--- src/rtl/gigaexp_pkg.sv ---
// Shared types for the Gigatron expansion SPI logic.
// State encoding, port-select codes and bit-pick helpers.
package gigaexp_pkg;

    typedef enum logic [1:0] {
        S_IDLE,
        S_LEAD,
        S_TRAIL,
        S_DONE
    } spi_state_t;

    localparam logic [1:0] SEL_NONE = 2'b00;
    localparam logic [1:0] SEL_SPI0 = 2'b01;
    localparam logic [1:0] SEL_SPI1 = 2'b10;

    // Bit of a byte at a given shift position, in wire order.
    function automatic logic pick_bit(
        input logic [7:0] data,
        input logic [2:0] idx,
        input logic       msb_first
    );
        logic [2:0] pos;
        pos = msb_first ? (3'd7 - idx) : idx;
        return data[pos];
    endfunction

    // Active-low selects {nss1, nss0}; at most one is low.
    function automatic logic [1:0] nss_for(
        input logic [1:0] sel,
        input logic       en
    );
        logic [1:0] nss;
        nss[0] = ~(en && (sel == SEL_SPI0));
        nss[1] = ~(en && (sel == SEL_SPI1));
        return nss;
    endfunction

endpackage

--- src/rtl/spi_phase_timer.sv ---
// Down-counter timing one SCK half-period.
// Pulses expire in the last cycle of each loaded phase.
module spi_phase_timer #(
    parameter int DIV = 2
) (
    input  logic CLK,
    input  logic RST,
    input  logic load,
    output logic expire
);

    localparam int W = $clog2(DIV + 1);
    localparam logic [W-1:0] RELOAD = W'(DIV - 1);

    logic [W-1:0] cnt;
    logic         armed;

    // Reload on request, count down once armed, disarm at zero.
    always_ff @(posedge CLK or posedge RST) begin
        if (RST) begin
            cnt   <= '0;
            armed <= 1'b0;
        end else if (load) begin
            cnt   <= RELOAD;
            armed <= 1'b1;
        end else if (armed) begin
            if (cnt == '0) begin
                armed <= 1'b0;
            end else begin
                cnt <= cnt - W'(1);
            end
        end
    end

    assign expire = armed && (cnt == '0);

endmodule

--- src/rtl/spi_byte_engine.sv ---
// SPI byte shifter driven by a single START pulse.
// Runs 8 bits of SCK/MOSI/nSSx and captures MISO.
module spi_byte_engine
    import gigaexp_pkg::*;
#(
    parameter int DIV       = 2,
    parameter bit MSB_FIRST = 1'b1
) (
    input  logic       CLK,
    input  logic       RST,
    input  logic       START,
    input  logic [7:0] TXDATA,
    input  logic [1:0] SEL,
    input  logic       CPOL,
    input  logic       HOLD,
    input  logic       MISO0,
    input  logic       MISO1,
    output logic       SCK,
    output logic       MOSI,
    output logic       nSS0,
    output logic       nSS1,
    output logic       BUSY,
    output logic       DONE,
    output logic [7:0] RXDATA
);

    spi_state_t state;
    logic [7:0] tx_q;
    logic [7:0] rx_sh;
    logic [2:0] idx;
    logic       cpol_q;
    logic [1:0] sel_q;
    logic       expire;
    logic       accept;
    logic       load;
    logic       miso;

    assign accept = START &&
        ((state == S_IDLE) || (state == S_DONE));

    assign load = accept ||
        ((state == S_LEAD) && expire) ||
        ((state == S_TRAIL) && expire && (idx != 3'd7));

    spi_phase_timer #(
        .DIV(DIV)
    ) u_timer (
        .CLK   (CLK),
        .RST   (RST),
        .load  (load),
        .expire(expire)
    );

    // Selected data-in line; unselected bus reads as 1.
    always_comb begin
        miso = 1'b1;
        unique case (sel_q)
            SEL_SPI0: miso = MISO0;
            SEL_SPI1: miso = MISO1;
            default:  miso = 1'b1;
        endcase
    end

    // Transfer FSM with registered SPI pins and status.
    always_ff @(posedge CLK or posedge RST) begin
        if (RST) begin
            state  <= S_IDLE;
            tx_q   <= 8'h00;
            rx_sh  <= 8'h00;
            idx    <= 3'd0;
            cpol_q <= 1'b0;
            sel_q  <= SEL_NONE;
            SCK    <= 1'b0;
            MOSI   <= 1'b1;
            nSS0   <= 1'b1;
            nSS1   <= 1'b1;
            BUSY   <= 1'b0;
            DONE   <= 1'b0;
            RXDATA <= 8'h00;
        end else begin
            DONE <= 1'b0;
            unique case (state)
                S_IDLE, S_DONE: begin
                    if (START) begin
                        state  <= S_LEAD;
                        tx_q   <= TXDATA;
                        sel_q  <= SEL;
                        cpol_q <= CPOL;
                        idx    <= 3'd0;
                        SCK    <= CPOL;
                        MOSI   <= pick_bit(TXDATA, 3'd0,
                                           MSB_FIRST);
                        {nSS1, nSS0} <= nss_for(SEL, 1'b1);
                        BUSY   <= 1'b1;
                    end else begin
                        state <= S_IDLE;
                        SCK   <= cpol_q;
                        MOSI  <= 1'b1;
                        {nSS1, nSS0} <= nss_for(sel_q, HOLD);
                    end
                end
                S_LEAD: begin
                    if (expire) begin
                        state <= S_TRAIL;
                        SCK   <= ~cpol_q;
                        rx_sh <= MSB_FIRST ?
                            {rx_sh[6:0], miso} :
                            {miso, rx_sh[7:1]};
                    end
                end
                S_TRAIL: begin
                    if (expire) begin
                        SCK <= cpol_q;
                        if (idx == 3'd7) begin
                            state  <= S_DONE;
                            RXDATA <= rx_sh;
                            DONE   <= 1'b1;
                            BUSY   <= 1'b0;
                            {nSS1, nSS0} <= nss_for(sel_q, HOLD);
                        end else begin
                            state <= S_LEAD;
                            idx   <= idx + 3'd1;
                            MOSI  <= pick_bit(tx_q, idx + 3'd1,
                                              MSB_FIRST);
                        end
                    end
                end
                default: state <= S_IDLE;
            endcase
        end
    end

endmodule
--- config.mk ---
export PLATFORM = sky130hd
export DESIGN_NAME = spi_byte_engine
export DESIGN_NICKNAME = d
export VERILOG_FILES = /design/src/rtl/gigaexp_pkg.sv /design/src/rtl/spi_phase_timer.sv /design/src/rtl/spi_byte_engine.sv
export SDC_FILE = /design/constraint.sdc
export NUM_CORES = 1
export LEC_CHECK = 0
export BUFFER_PORTS_ARGS = -buffer_cell sky130_fd_sc_hd__buf_2
export CORE_MARGIN = 1
export CORE_UTILIZATION = 40
export CTS_BUF_LIST = sky130_fd_sc_hd__clkbuf_4 sky130_fd_sc_hd__clkbuf_8
export DETAILED_ROUTE_END_ITERATION = 10
export SLEW_MARGIN = 20
export SYNTH_ARGS = -nofsm -noshare
export SYNTH_HDL_FRONTEND = slang
export SYNTH_SLANG_ARGS = --single-unit
--- constraint.sdc ---
create_clock -name CLK -period 1.6 [get_ports CLK]
set_clock_uncertainty 0.05 [all_clocks]
set_input_delay 0.16 -clock CLK [delete_from_list [all_inputs] [get_ports CLK]]
set_output_delay 0.16 -clock CLK [all_outputs]
set_load 0.1 [all_outputs]
# Word level (Yosys, flattened, before mapping)
# Cells that the tools add are included.
dict set report word_totals {
  reg_bits 41
}
dict set report op_classes {
  bitwise 5
  n_addsub 3
  n_eq_ne 15
  reduce_logical 24
  muxes 41
  n_lt_le_gt_ge 1
}
# operator count
set ops {}
lappend ops {{1-bit 2-to-1 mux} 23}
lappend ops {{2-bit 2-to-1 mux} 6}
lappend ops {{2-bit inequality test (second input constant)} 5}
lappend ops {{1-bit one-hot mux with 2 select lines} 5}
lappend ops {{3-bit 2-to-1 mux} 3}
lappend ops {{3-bit AND reduction} 3}
lappend ops {{2-bit equality test (second input constant)} 4}
lappend ops {{2-bit AND reduction} 4}
lappend ops {{4-bit AND reduction} 2}
lappend ops {{1-bit logical AND} 7}
lappend ops {{2-bit by 1-bit equality test with 1-bit output (second input constant)} 3}
lappend ops {{2-bit one-hot mux with 3 select lines} 1}
lappend ops {{3-bit one-hot mux with 2 select lines} 1}
lappend ops {{1-bit inverter} 5}
lappend ops {{2-bit logical NOT} 2}
lappend ops {{3-bit by 4-bit < comparator with 1-bit output (second input constant)} 1}
lappend ops {{2-bit nonzero test} 2}
lappend ops {{3-bit by 1-bit adder with 3-bit output (second input constant)} 1}
lappend ops {{1-bit binary-select mux with 3-bit select} 1}
lappend ops {{3-bit equality test (second input constant)} 1}
lappend ops {{1-bit logical OR} 3}
lappend ops {{3-bit inequality test (second input constant)} 1}
lappend ops {{1-bit one-hot mux with 3 select lines} 1}
lappend ops {{3-bit subtractor (first input constant)} 1}
lappend ops {{other kinds (3)} 3}

# Logic depth before layout (Yosys ltp)
dict set report logic_depth {
  ltp_word 7
  depth_mapped 7
  depth_no_buf 5
}

# Cells and area by module
# A second synthesis with hierarchy kept.
dict set report hier_totals {
  hier_cells 167
  hier_area_um2 2037.0
}
# mod area_per_inst_um2 cells_each n_inst seq_area_each_um2
set by_module_without_submodules {}
lappend by_module_without_submodules {spi_byte_engine 1879.3 152 1 954.7}
lappend by_module_without_submodules {spi_phase_timer 157.7 15 1 75.1}

# Least setup slack after synthesis
# Ideal clock, no wire load.
dict set report synth_path {
  path_type {flip-flop to flip-flop}
  startpoint {register idx[0]}
  endpoint {register MOSI}
  required_ns 1.465
  arrival_time_ns 1.632
  path_slack_ns -0.167
  stages_incl_launch_ff 6
  n_path_buf 0
  path_cell_list {dfrtp_1 -> ha_1 -> ha_1 -> mux4_2 -> mux2i_1 -> a21oi_1}
}
dict set report synth_via {
  elab_chain_cells 7
  word_cells_on_any_way 10
  classes_between {add/sub: 2; eq/ne: 2; mux: 5; reduce/logical: 1}
}
# element line
set synth_rtl {}
lappend synth_rtl {{start, declared} spi_byte_engine.sv:30} ;# logic [2:0] idx;
lappend synth_rtl {{start signal, assigned} spi_byte_engine.sv:122} ;# idx <= idx + 3'd1;
lappend synth_rtl {{3-bit by 1-bit adder with 3-bit output} spi_byte_engine.sv:123} ;# MOSI <= pick_bit(tx_q, idx + 3'd1,
lappend synth_rtl {{3-bit subtractor} gigaexp_pkg.sv:23} ;# pos = msb_first ? (3'd7 - idx) : idx;
lappend synth_rtl {{1-bit binary-select mux with 3-bit select} gigaexp_pkg.sv:24} ;# return data[pos];
lappend synth_rtl {{1-bit 2-to-1 mux (not written as such)} gigaexp_pkg.sv:24}
lappend synth_rtl {{1-bit 2-to-1 mux} spi_byte_engine.sv:114} ;# if (idx == 3'd7) begin
lappend synth_rtl {{1-bit 2-to-1 mux} spi_byte_engine.sv:112} ;# if (expire) begin
lappend synth_rtl {{1-bit one-hot mux with 2 select lines} spi_byte_engine.sv:82} ;# unique case (state)
lappend synth_rtl {{end signal, assigned} spi_byte_engine.sv:91} ;# MOSI <= pick_bit(TXDATA, 3'd0,
lappend synth_rtl {{end signal, assigned} spi_byte_engine.sv:123}
lappend synth_rtl {{end, declared} spi_byte_engine.sv:19} ;# output logic MOSI,
# Parallel ways exist; a longest one is shown, timed or not. The select of a mux whose other input is x is not followed.
# A chain may end at the register's enable or synchronous reset.

# Worst setup path in the final report
# Ends and elaborated chain as after synthesis.

==> implementation parameters <==
Parameter                              Value

Timing
  Setup repair after global routing missed its margin ... true
  Fraction of the cycle the final worst path needs ... 104.3%
  Final TNS setup ... -0.3393 ns
  Number of setup violations in the final report ... 12
  Final slew viol count ... 0
  Final count of hold timing violations ... 0
  Worst slew margin relative to its limit ... 64.92%
  Time the final worst path needs with I/O delays and setup ... 1.669 ns
  Worst Max-Slew Pin Slew ... 0.5262 ns
  Post-layout worst setup margin ... -0.06864 ns
  Maximum operating frequency ... 0.5993 GHz

Placement
  Number of I/O port buffers ... 30
  DP Cell Count ... 269
  Placed cell areas ... 0.002332 mm^2
  Post-detailed-placement half-perimeter wirelength ... 2911 um
  Last weighted congestion value of the routability-driven placer ... 0.7865

Layout
  Final core occ ... 53.47%
  Final cell count without fillers ... 281
  Ratio of cells with drive above 1 in the final layout ... 49.53%
  Filler cell count in the final layout ... 429
  Area overhead of the layout relative to synthesis ... 28.36%
  ANT cells ... 0
  Finished layout cell area ... 0.002542 mm^2
  Net total in the final layout ... 237

Worst setup path
  Worst Path Class, Setup ... flip-flop to flip-flop
  Number of buffer and inverter stages on the critical path ... 0
  Critical path arrival ... 1.84 ns
  Setup slack of the most critical reg-to-reg path ... -0.07 ns
  Cell breakdown of the critical path ... ha_2 -> ha_4 -> mux4_2 -> mux2i_1 -> a21oi_1
  Nature of the critical path endpoint ... flip-flop
  Worst R2R Path Depth ... 5
  Critical register-to-register path startpoint ... idx[0]$_DFFE_PP0P_
  Crit path launch type ... flip-flop
  Slowest cell on crit path ... mux4_2
  Reg2reg end ... MOSI$_DFFE_PP1P_
  Slowest cell delay on critical path ... 0.47 ns
  Required time worst endpoint ... 1.77 ns
  Largest fanout of any net on the critical path ... 2
  Largest delay share family, worst path ... multiplexers

Logic synthesis
  #FFs+latches synth ... 41
  Ys Warns ... 0
  Number of unique standard cell types used by synthesis ... 44
  Post-synth net total ... 184
  Count of flip-flops with a built-in enable after synthesis ... 0
  Cells after Synth ... 160
  Share of synthesized registers carrying an async set or reset ... 100.0%
  Primary flip-flop cell chosen by synthesis mapping ... dfrtp_1
  Sequential cell area fraction in the yosys report ... 51.99%
  Syn avg cell area ... 12.38 um^2
  Netlist area before placement ... 0.001981 mm^2

Clock network
  Number of clock buffers inserted by TritonCTS ... 5
  Number of clock sinks seen by CTS ... 41
  Maximum root-to-sink buffer count ... 2
  Clock transition at the registers of the reported paths ... 0.08 ns
  Clock tree from TritonCTS ... done
  Worst skew pair latency ... 0.30 ns
  Clock H-tree levels ... 2
  Cell at the root of the clock tree ... clkbuf_8

GRT
  Vias in the first global route ... 1,503
  GRT Util Overall ... 17.57%
  Pin count of the biggest net entering global routing ... 42
  Global-route wire length before repair ... 7100 um
  Grt met3 use ... 4.167%
  Antenna violations before repair ... 0
  Global routing usage on met2 ... 29.80%
  Met1 usage in global routing ... 21.67%
  Grt ovf ... 0
  Busiest grt layer ... met2

Drt
  Remaining routing DRC violations ... 0
  Remaining antenna violation count ... 0
  First-pass detailed-route iteration total ... 4
  DRT Wirelength ... 4254 um
  Vias ... 1,439
  Initial detailed-routing violation count ... 69
  Detailed-route wire length per cell ... 15.14 um
  Routed via count divided by cell count ... 5.121

Status
  Outcome ... finished with violations
  Violated checks ... setup timing

Flow run
  Max-cap violation count ... 0

Min path
  Cell depth of the worst hold path ... 2
  Hold crit path type ... input port to flip-flop
  Worst min-delay path endpoint ... tx_q[0]$_DFFE_PP0P_
  Hold wc startpoint ... TXDATA[0]

Floorplanning
  Vertical extent of the die ... 72.37 um
  Std-Cell Core Area ... 0.004755 mm^2
  Width of the die ... 72.37 um
  Ports placed on the boundary ... 31
  Starting Density ... 41.66%
  Count of standard-cell rows ... 25
  Die Footprint ... 0.005237 mm^2

Power
  Leakage power summed over all cells ... 1.073 nW
  Power Total ... 0.004057 W
  Ratio of total power to cell area ... 1596 mW/mm^2
  VDD IR max ... 0.0006522 V
[cell usage in the layout (no fill, tap or decap), types with 2 or more instances in the layout]
| master | n |
|---|---|
| dfrtp_1 | 38 |
| buf_2 | 30 |
| mux2_2 | 24 |
| buf_4 | 19 |
| inv_1 | 12 |
| nand2_1 | 8 |
| o21ai_0 | 7 |
| clkbuf_8 | 6 |
| buf_6 | 4 |
| dfstp_2 | 3 |
| nand3_1 | 3 |
| a21oi_1 | 3 |
| a31oi_1 | 3 |
| ha_1 | 3 |
| ha_4 | 3 |
| mux2i_1 | 2 |
| nor4bb_2 | 2 |
| mux2_4 | 2 |
| mux4_2 | 2 |
| nor2b_1 | 2 |
| nor2_1 | 2 |
| nand2b_1 | 2 |
[routing by layer]
metal  share of wire [%]  up-vias  wire length [um]
li1                    -      678                 -
met1                  46      726              1937
met2                  50       28              2114
met3                 3.1        7               131
met4                 1.6        0                70
met5                   0        -                 0
[report_power, final]
group	total [W]	internal, W	switching (W)
Sequential	0.00151	0.00134	0.000171
Combinational	0.00181	0.000794	0.00102
Clock	0.000740	0.000368	0.000372
[what timing repair did]
action                                  CTS  global route
gates resized for setup                   6            13
setup buffers                             2             1
hold endpoints to repair                 38             0
endpoints found under the setup margin   27            26
pin swaps                                 3             0
hold buffers                              1             0
[worst reg2reg max path, delay by kind of cell (launching register included)]
kind / cells / cell delay (ns)
flops: 1 / 0.39
fa+ha+maj: 2 / 0.47
mux: 2 / 0.60
compound gates: 1 / 0.08
[area by class of cell]
| cell class | count | area (um^2) | share of cell area (%) |
|---|---|---|---|
| Clock buffer | 7 | 90.09 | 3.543 |
| Clock inverter | 1 | 7.507 | 0.2953 |
| Sequential cell | 41 | 1030 | 40.50 |
| Multi-Input combinational cell | 98 | 934.6 | 36.76 |
| Timing Repair Buffer | 54 | 347.8 | 13.68 |
| Inverter | 13 | 48.80 | 1.919 |
| Tap cell | 67 | 83.83 | 3.297 |
[cells in the mapped netlist, types with 2 or more instances]
master / instances / area (um^2)
nand2_1: 8 / 30.03
o21ai_0: 9 / 45.04
nor2_1: 2 / 7.510
dfstp_2: 3 / 78.83
o311ai_0: 2 / 17.52
inv_1: 13 / 48.80
dfrtp_1: 38 / 950.9
nor4bb_1: 2 / 20.02
a21oi_1: 4 / 20.02
ha_1: 7 / 87.58
a31oi_1: 3 / 18.77
and2_1: 2 / 12.51
nand3_1: 3 / 15.01
nor2b_1: 2 / 12.51
mux4_2: 2 / 45.04
buf_2: 5 / 25.02
nand2b_1: 2 / 12.51
mux2_2: 26 / 292.8
mux2i_1: 2 / 20.02
[logic make-up after synthesis]
kind of cell               count (synthesis)  synth area share [%]
AOI/OAI and AO/OA                         31                 10.80
muxes                                     31                 18.76
and+or+nand+nor                           28                 8.718
adders and majority gates                  7                 4.422
DFF                                       41                 51.99
xor gates and xnor gates                   1                0.4423
buffers and inverters                     21                 4.864
[stage by stage]
step           hold WS [ns]  setup slack [ns]
3_3_place_gp         0.2557          -0.03653
3_5_place_dp         0.2726          -0.08089
4_1_cts             0.03501          -0.06395
5_1_grt             0.04459           -0.1316
6_report            0.04241          -0.06864
2_1_floorplan        0.2268          -0.09268
[worst max-delay path by stage]
| stage | from | end | slack (ns) | cells past startpoint |
|---|---|---|---|---|
| floorplan | idx[0]$_DFFE_PP0P_ | MOSI$_DFFE_PP1P_ | -0.09 | 5 |
| global placement | idx[1]$_DFFE_PP0P_ | MOSI$_DFFE_PP1P_ | -0.04 | 5 |
| detailed placement | u_timer.cnt[0]$_DFFE_PP0P_ | nSS1$_DFFE_PP1P_ | -0.08 | 5 |
| CTS | idx[0]$_DFFE_PP0P_ | MOSI$_DFFE_PP1P_ | -0.06 | 5 |
| global route | idx[0]$_DFFE_PP0P_ | MOSI$_DFFE_PP1P_ | -0.13 | 5 |
| finish | idx[0]$_DFFE_PP0P_ | MOSI$_DFFE_PP1P_ | -0.07 | 5 |
[registers in the layout, summed over array words and instances (netlist names)]
register	count
DONE	1
u_timer.armed	1
nSS1	1
tx_q	8
BUSY	1
MOSI	1
rx_sh	8
state	2
nSS0	1
SCK	1
sel_q	2
idx	3
RXDATA	8
u_timer.cnt	2
cpol_q	1
Power figures use the tool's default switching activity.
